==> src/rtl/fetch_pkg.sv <==
// fetch_pkg: shared widths, FSM state encoding and buffer entry layout for the fetch stage
package fetch_pkg;
  localparam int DEF_ADDR_W = 16;
  localparam int DEF_DATA_W = 16;
  typedef enum logic [1:0] {IDLE, REQ, WAIT, DRAIN} state_t;
  typedef struct packed {
    logic [DEF_ADDR_W-1:0] pc;
    logic [DEF_DATA_W-1:0] data;
  } entry_t;
endpackage

==> src/rtl/fetch_fifo.sv <==
// fetch_fifo: first-word fall-through buffer with clear; head holds its last value while empty
module fetch_fifo #(
  parameter int DEPTH = 4,
  parameter int WIDTH = 32,
  localparam int PW = $clog2(DEPTH),
  localparam int CW = PW + 1
) (
  input  logic             clk,
  input  logic             rst,
  input  logic             clear,
  input  logic             push,
  input  logic [WIDTH-1:0] din,
  input  logic             pop,
  output logic [WIDTH-1:0] dout,
  output logic             valid,
  output logic [CW-1:0]    count
);
  logic [WIDTH-1:0] mem_q [DEPTH];
  logic [WIDTH-1:0] mem_d [DEPTH];
  logic [PW-1:0]    wr_ptr_q, wr_ptr_d, rd_ptr_q, rd_ptr_d;
  logic [CW-1:0]    count_q, count_d;
  logic [WIDTH-1:0] last_q, last_d;
  logic             do_push, do_pop;
  always_comb begin
    valid   = count_q != '0;
    do_pop  = pop & valid;
    do_push = push & ((count_q != CW'(DEPTH)) | do_pop);
    mem_d   = mem_q;
    if (do_push) mem_d[wr_ptr_q] = din;
    wr_ptr_d = clear ? '0 : wr_ptr_q + PW'(do_push);
    rd_ptr_d = clear ? '0 : rd_ptr_q + PW'(do_pop);
    count_d  = clear ? '0 : count_q + CW'(do_push) - CW'(do_pop);
    // remember whatever is on the head so the outputs freeze once the buffer drains
    last_d = valid ? mem_q[rd_ptr_q] : last_q;
    dout   = valid ? mem_q[rd_ptr_q] : last_q;
    count  = count_q;
  end
  always_ff @(posedge clk) mem_q <= mem_d;
  always_ff @(posedge clk or negedge rst)
    if (!rst) begin
      wr_ptr_q <= '0;
      rd_ptr_q <= '0;
      count_q  <= '0;
      last_q   <= '0;
    end else begin
      wr_ptr_q <= wr_ptr_d;
      rd_ptr_q <= rd_ptr_d;
      count_q  <= count_d;
      last_q   <= last_d;
    end
endmodule

==> src/rtl/instr_fetch_unit.sv <==
// instr_fetch_unit: single-outstanding instruction fetcher feeding decode through a small FWFT buffer
module instr_fetch_unit
  import fetch_pkg::*;
#(
  parameter int ADDR_W     = DEF_ADDR_W,
  parameter int DATA_W     = DEF_DATA_W,
  parameter int FIFO_DEPTH = 4
) (
  input  logic              clk,
  input  logic              rst,
  input  logic              fetch_en,
  input  logic              flush,
  input  logic [ADDR_W-1:0] pc,
  output logic              pc_inc,
  output logic              mem_req,
  output logic [ADDR_W-1:0] mem_addr,
  input  logic              mem_gnt,
  input  logic              mem_rvalid,
  input  logic [DATA_W-1:0] mem_rdata,
  output logic              instr_valid,
  input  logic              instr_ready,
  output logic [DATA_W-1:0] instr_data,
  output logic [ADDR_W-1:0] instr_pc
);
  localparam int CW = $clog2(FIFO_DEPTH) + 1;
  state_t                     state_q, state_d;
  logic [ADDR_W-1:0]          req_pc_q, req_pc_d;
  logic [CW-1:0]              count;
  logic                       pop, push, space_idle, space_push;
  logic [ADDR_W+DATA_W-1:0]   head;
  always_comb begin
    pop        = instr_valid & instr_ready;
    push       = (state_q == WAIT) & mem_rvalid & ~flush;
    space_idle = (count - CW'(pop)) < CW'(FIFO_DEPTH);
    space_push = (count + CW'(1) - CW'(pop)) < CW'(FIFO_DEPTH);
    mem_req    = state_q == REQ;
    mem_addr   = pc;
    pc_inc     = 1'b0;
    state_d    = state_q;
    req_pc_d   = req_pc_q;
    case (state_q)
      IDLE:  if (fetch_en & ~flush & space_idle) state_d = REQ;
      REQ:
        if (flush) state_d = mem_gnt ? DRAIN : IDLE;
        else if (mem_gnt) begin
          state_d  = WAIT;
          req_pc_d = pc;
          pc_inc   = 1'b1;
        end
      // a flushed read with no data yet still owes us one rvalid, swallowed in DRAIN
      WAIT:
        if (flush) state_d = mem_rvalid ? IDLE : DRAIN;
        else if (mem_rvalid) state_d = (fetch_en & space_push) ? REQ : IDLE;
      DRAIN: if (mem_rvalid) state_d = IDLE;
      default: state_d = IDLE;
    endcase
    instr_pc   = head[ADDR_W+DATA_W-1:DATA_W];
    instr_data = head[DATA_W-1:0];
  end
  always_ff @(posedge clk or negedge rst)
    if (!rst) begin
      state_q  <= IDLE;
      req_pc_q <= '0;
    end else begin
      state_q  <= state_d;
      req_pc_q <= req_pc_d;
    end
  fetch_fifo #(.DEPTH(FIFO_DEPTH), .WIDTH(ADDR_W + DATA_W)) u_fifo (
    .clk   (clk),
    .rst   (rst),
    .clear (flush),
    .push  (push),
    .din   ({req_pc_q, mem_rdata}),
    .pop   (pop),
    .dout  (head),
    .valid (instr_valid),
    .count (count)
  );
endmodule
==> config.mk <==
export PLATFORM = sky130hd
export DESIGN_NAME = instr_fetch_unit
export DESIGN_NICKNAME = d
export VERILOG_FILES = /design/src/rtl/fetch_pkg.sv /design/src/rtl/fetch_fifo.sv /design/src/rtl/instr_fetch_unit.sv
export SDC_FILE = /design/constraint.sdc
export NUM_CORES = 1
export LEC_CHECK = 0
export CAP_MARGIN = 20
export CORE_ASPECT_RATIO = 0.5
export CORE_MARGIN = 10
export CORE_UTILIZATION = 40
export CTS_CLUSTER_DIAMETER = 40
export DETAILED_ROUTE_END_ITERATION = 8
export PLACE_DENSITY_LB_ADDON = 0.2
export SETUP_SLACK_MARGIN = 0.15
export SLEW_MARGIN = 20
export SYNTH_ARGS = -nofsm -noshare
export SYNTH_HDL_FRONTEND = slang
export SYNTH_SLANG_ARGS = --single-unit
==> constraint.sdc <==
create_clock -name clk -period 4.53 [get_ports clk]
set_input_delay 0.453 -clock clk [delete_from_list [all_inputs] [get_ports clk]]
set_output_delay 0.453 -clock clk [all_outputs]
set_load 0.03 [all_outputs]
Yosys cells after proc, flatten, opt, wreduce, memory -nomap -nowiden --
Cells that the tools add are included.
Operators by class: add/sub/neg operators 7, multipliers 0, div/mod/pow operators 0, $lt $le $gt $ge 5, equality and inequality tests 8, shifts and indexed selects 0, muxes and demuxes 23, bitwise logic cells 12, reductions and logical operators 5
Operators with widths (number):
- $bwmux W128 | 1
- $mux W32 | 4
- $bmux W32 S2 | 1
- $demux W32 S2 | 1
- $mux W2 | 10
- $sub A3 B1 Y3 | 3
- $and A1 B1 Y1 | 8
- $pmux W2 S4 | 1
- $ge A3 B3 Y1 const B | 2
- $lt A3 B3 Y1 const B | 2
- $ne A3 B3 Y1 const B | 2
- $not A2 Y3 | 2
- $add A2 B1 Y2 | 2
- $eq A2 B2 Y1 const B | 2
- $mux W1 | 4
- $ne A2 B2 Y1 const B | 2
- $reduce_and A4 Y1 | 1
- $add A3 B1 Y3 | 1
- $add A3 B1 Y3 const B | 1
- $lt A3 B1 Y1 const B | 1
- $mux W3 | 1
- $ne A3 B2 Y1 const B | 1
- $reduce_and A3 Y1 | 1
- $reduce_bool A3 Y1 | 1
- 5 further kinds | 5
Storage, ports and cells: register bits after elaboration 185, latch bits 0, bits in writable memories 0, ROM bits 0, input bits 39, output and inout bits 51, word-level logic and storage cells 70, memories 0

Logic depth before layout (Yosys ltp) --
depth in word-level cells 9, depth in mapped cells 10, depth with buffers taken out 9

Hierarchy --
Synthesis repeated with hierarchy kept, for this count alone.
Second synthesis, totals: cell total of the unflattened synthesis 342, area, all modules 7186.9 sq um
By module, submodules not included:
- fetch_fifo | times used 1, cells each 269, area each 6211.0 sq um, sequential area each 4819.6 sq um
- instr_fetch_unit | times used 1, cells each 73, area each 975.9 sq um, sequential area each 450.4 sq um

Worst setup path after synthesis --
OpenSTA, ideal clock, no wires.
path kind input-to-reg, start input port flush, end register u_fifo.mem_q[100] (netlist bit) (enable), library setup time 0.468 ns, arrival time 3.379 ns, required time 4.062 ns, slack 0.684 ns, stages on the path 3, path buffers 0, cell sequence nor3b_1 and3_4 nor3b_1
Between the ends: longest elaborated chain between the ends 3
RTL lines:
- from (decl) | line instr_fetch_unit.sv:12 | input logic flush,
- $not A1 Y1 (no line)
- $and A1 B1 Y1 | line instr_fetch_unit.sv:33 | push = (state_q == WAIT) & mem_rvalid & ~flush;
- $and A1 B1 Y1 | line fetch_fifo.sv:27 | do_push = push & ((count_q != CW'(DEPTH)) | do_pop);
- to (signal assigned) | line fetch_fifo.sv:38 | always_ff @(posedge clk) mem_q <= mem_d;
- to (decl) | line fetch_fifo.sv:18 | logic [WIDTH-1:0] mem_q [DEPTH];
No other way between the ends. A chain may end at the register's enable or synchronous reset.

Worst setup path in the final report --
start register u_fifo.rd_ptr_q[0], end output port instr_data[5]
Between the ends: longest elaborated chain between the ends 5
RTL lines:
- from (decl) | line fetch_fifo.sv:20 | logic [PW-1:0] wr_ptr_q, wr_ptr_d, rd_ptr_q, rd_ptr_d;
- from (signal assigned) | line fetch_fifo.sv:47 | rd_ptr_q <= rd_ptr_d;
- $not A2 Y3 (not written as such) | line fetch_fifo.sv:35 | dout = valid ? mem_q[rd_ptr_q] : last_q;
- $bmux W32 S2 | line fetch_fifo.sv:35
- $mux W32 (not written as such) (2 in series) | line fetch_fifo.sv:35
- $mux W32
- to (decl) | line instr_fetch_unit.sv:22 | output logic [DATA_W-1:0] instr_data,
No other way between the ends. The select of a mux whose other input is x is not followed.

==> summary by stage <==
Worst setup path
The worst register-to-register path ends at u_fifo.count[2]. The number of cells on the worst reg-to-reg path is 10. In this run the worst setup path begins at u_fifo.rd_ptr_q[0]. Data on the critical path is required at its endpoint by 4080 ps. The critical path ends at instr_data[5].

The source of the worst register-to-register timing path is u_fifo.count[2]. In this run the worst path has a maximum fanout of 25. STA classifies the critical path startpoint as a register. The nature of the critical path endpoint is an output pin. By startpoint and endpoint, the worst setup path is classified as register to output pin. The worst-case register-to-register setup slack is 1980 ps. The data arrival time of the worst path is 2960 ps.

Finish
After routing the design area is 8750 sq um. In the layout the commonest cells are 128 x sky130_fd_sc_hd__edfxtp_1, 88 x sky130_fd_sc_hd__clkdlybuf4s50_1, 55 x sky130_fd_sc_hd__dfrtp_1. The commonest non-fill, non-tap cell in the layout is sky130_fd_sc_hd__edfxtp_1. The net count of the finished layout is around 470.

Of the cells placed in the final design, the portion with a size suffix greater than 1 is 0.275. The layout has around 1400 filler cells. From synthesis to final layout, the design area changed by 23.4%. The antenna diode instance count is 0.

Hold path
The tightest min-delay check is of the primary input to asynchronous set/reset pin type.

Place
The placed instances occupy a cell area of roughly 8100 sq um. Input and output buffers added on the ports amount to 89. The worst slack at placement is 1300 ps.

The congestion estimate from routability-driven global placement came to between 0.7 and 0.8. The estimated wirelength of the detail-placed design is 8600 um.

Floorplan
The die width is 208 um. Row generation in the floorplan step produced 34 rows. The initial core utilization is 0.408. The die area is 23800 sq um.

The placeable core region is 17400 sq um. Measured along the y axis, the die boundary spans between 100 and 150 um. Pin placement for this block handled 90 I/O pins.

GRT
The pin count of the biggest net entering global routing is 42. The total routing usage reported by global routing is 0.120. For met3 alone, demand over resource in global routing was 0.0349. The number of global-route vias before repair is 3866. The wire length of the first global-routing pass is 21800 um. In the global route stage, met2 resource usage came out at 0.207. For met1 alone, demand over resource in global routing was 0.138. The number of antenna violations at the first check in global routing is 0. The layer carrying the most global-route usage is met2.

The residual overflow from global routing is 0.

STA
The peak clock frequency supported by timing is 293 MHz. The shortest period the worst path allows is 3410 ps. The final setup violation count is 0. Between clock sinks in the finished design, the worst skew comes to 8.39 ps.

The final max-slew violation count was 0. At the pin with the least slew margin, the transition time is 893 ps. The total negative slack for setup checks is 0 ps. The total count of hold-check failures in the final report came to 0. Dividing the final minimum period by the clock period gives 0.752. The normalized max-slew margin is 0.405. Setup repair after global routing left no endpoint under its margin. The least setup slack across all paths after layout is 1120 ps.

The worst-case hold slack is 492 ps.

Synth
In this run, distinct cell masters in the synthesized netlist total 30. The netlist area before placement is 7090 sq um. In the synthesized netlist, the number of instances is about 340.

The post-synthesis register bit count is 185. The per-instance average area after synthesis is 21.0 sq um. The total number of yosys warnings is 0. The part of the Yosys area used for sequential elements is 0.743. Counting every net in the synthesized netlist gives between 300 and 400.

Pwr
The total design power is 0.00588 W. For this design the static power due to leakage is 3.02 nW. The worst-case vdd ir drop is 0.000316 V.

Dividing total power by cell area gives a power density of 672 nW/um^2.

Routing
The number of nets still failing antenna checks after routing is 0. In the routed design, unresolved DRC markers number 0. The detailed router's first-iteration violation count is 141. For this run, the detailed router's first-pass iteration total came to 4. Dividing the detail-routed wire length by the instance count gives 20.3 um. The routed design has between 10000 and 15000 um of wire. The vias after detailed routing is around 3300. In the routed layout, each cell is associated on average with a via count of a little under 5.

Clock network
The number of clock buffers inserted by TritonCTS is 17. TritonCTS built the clock tree. The clock root buffer is sky130_fd_sc_hd__clkbuf_16. The clock insertion delay at the later pin of the skew report is 420 ps. Clock-pin slew was measured on the worst setup and hold paths at 70 ps. Post-CTS repair changed the size of 0 cells. The maximum buffer depth of the clock tree is 2.

The clock net sink count is 185. The number of H-tree levels is 4.

Run
Across the run, the number of max-cap violations was 0.

Outcome
The run finished with clean final reports.
==> cells by family after synthesis <==
group,count (synthesis),share of synthesized area
fa+ha+maj,5,0.00988
compound gates,4,0.00494
flops,185,0.743
simple gates,23,0.0228
xor+xnor,6,0.00741
mux,80,0.178
buf+inv,35,0.0340
==> state kept, by name, summed over array words and instances (netlist names) <==
signal,cells
u_fifo.rd_ptr_q,2
state_q,2
u_fifo.mem_q,128
req_pc_q,16
u_fifo.count,3
u_fifo.last_q,32
u_fifo.wr_ptr_q,2
==> power breakdown <==
| group | switching, W | internal [W] | leakage, nW |
|---|---|---|---|
| logic | 0.00105 | 0.000957 | 0.908 |
| registers | 0.000198 | 0.00217 | 1.83 |
| clock network | 0.000625 | 0.000878 | 0.279 |
==> synthesized netlist by cell type (all sizes together) <==
| cell type | count | area (sq um) |
|---|---|---|
| clkbuf | 1 | 3.75 |
| mux4 | 32 | 721 |
| xnor2 | 3 | 26.3 |
| inv | 5 | 18.8 |
| mux2 | 48 | 541 |
| nor2 | 5 | 18.8 |
| a22o | 2 | 17.5 |
| or4b | 1 | 10.0 |
| nand3b | 1 | 7.51 |
| nor4b | 1 | 8.76 |
| nor3b | 3 | 22.5 |
| buf | 29 | 219 |
| nand2 | 1 | 3.75 |
| and3 | 2 | 17.5 |
| and3b | 2 | 17.5 |
| xor2 | 3 | 26.3 |
| a221oi | 1 | 8.76 |
| ha | 4 | 50.1 |
| dfrtp | 57 | 1430 |
| nor2b | 5 | 33.8 |
| nor3 | 1 | 16.3 |
| nand3 | 1 | 5.00 |
| edfxtp | 128 | 3840 |
| a2111oi | 1 | 8.76 |
| fa | 1 | 20.0 |
==> worst min path at each step <==
stage / start / to / slack (ps)
2_1_floorplan: rst / req_pc_q[0] / 160
3_3_place_gp: rst / state_q[1] / 410
3_5_place_dp: rst / state_q[0] / 420
4_1_cts: rst / state_q[0] / 500
5_1_grt: u_fifo.last_q[16] / u_fifo.last_q[16] / 510
6_report: rst / state_q[0] / 490
==> metal layers <==
| metal | up-vias | wire, um | share of wire |
|---|---|---|---|
| met4 | 0 | 183 | 0.013 |
| met3 | 15 | 574 | 0.042 |
| li1 | 1481 | - | - |
| met5 | - | 0 | 0 |
| met2 | 73 | 7210 | 0.53 |
| met1 | 1744 | 5630 | 0.41 |
==> timing repair <==
item,4_1_cts,5_1_grt
hold buffers,1,0
hold endpoints to repair,16,0
setup buffers,0,0
==> layout make-up <==
class	instances	area [sq um]	area share
tap	234	293	0.0334
timing repair buffer	96	973	0.111
multi-input combinational	118	1600	0.182
inverter	5	18.8	0.00214
clock buffer	20	437	0.0499
clock inverter	12	164	0.0187
sequential	185	5270	0.602
==> critical path, stage by stage, from the launching register on <==
cell,delay (ps)
sky130_fd_sc_hd__dfrtp_2,520
sky130_fd_sc_hd__buf_4,510
sky130_fd_sc_hd__mux4_2,590
sky130_fd_sc_hd__mux2_2,290
sky130_fd_sc_hd__clkdlybuf4s50_1,600
==> per-stage QoR <==
| step | cells | utilization |
|---|---|---|
| global route | 670 | 0.503 |
| CTS | 669 | 0.502 |
| detailed placement | 636 | 0.466 |
| floorplan | 338 | - |
| global placement | 636 | 0.466 |
| finish | 670 | 0.503 |
(Power assumes the default switching activity.)
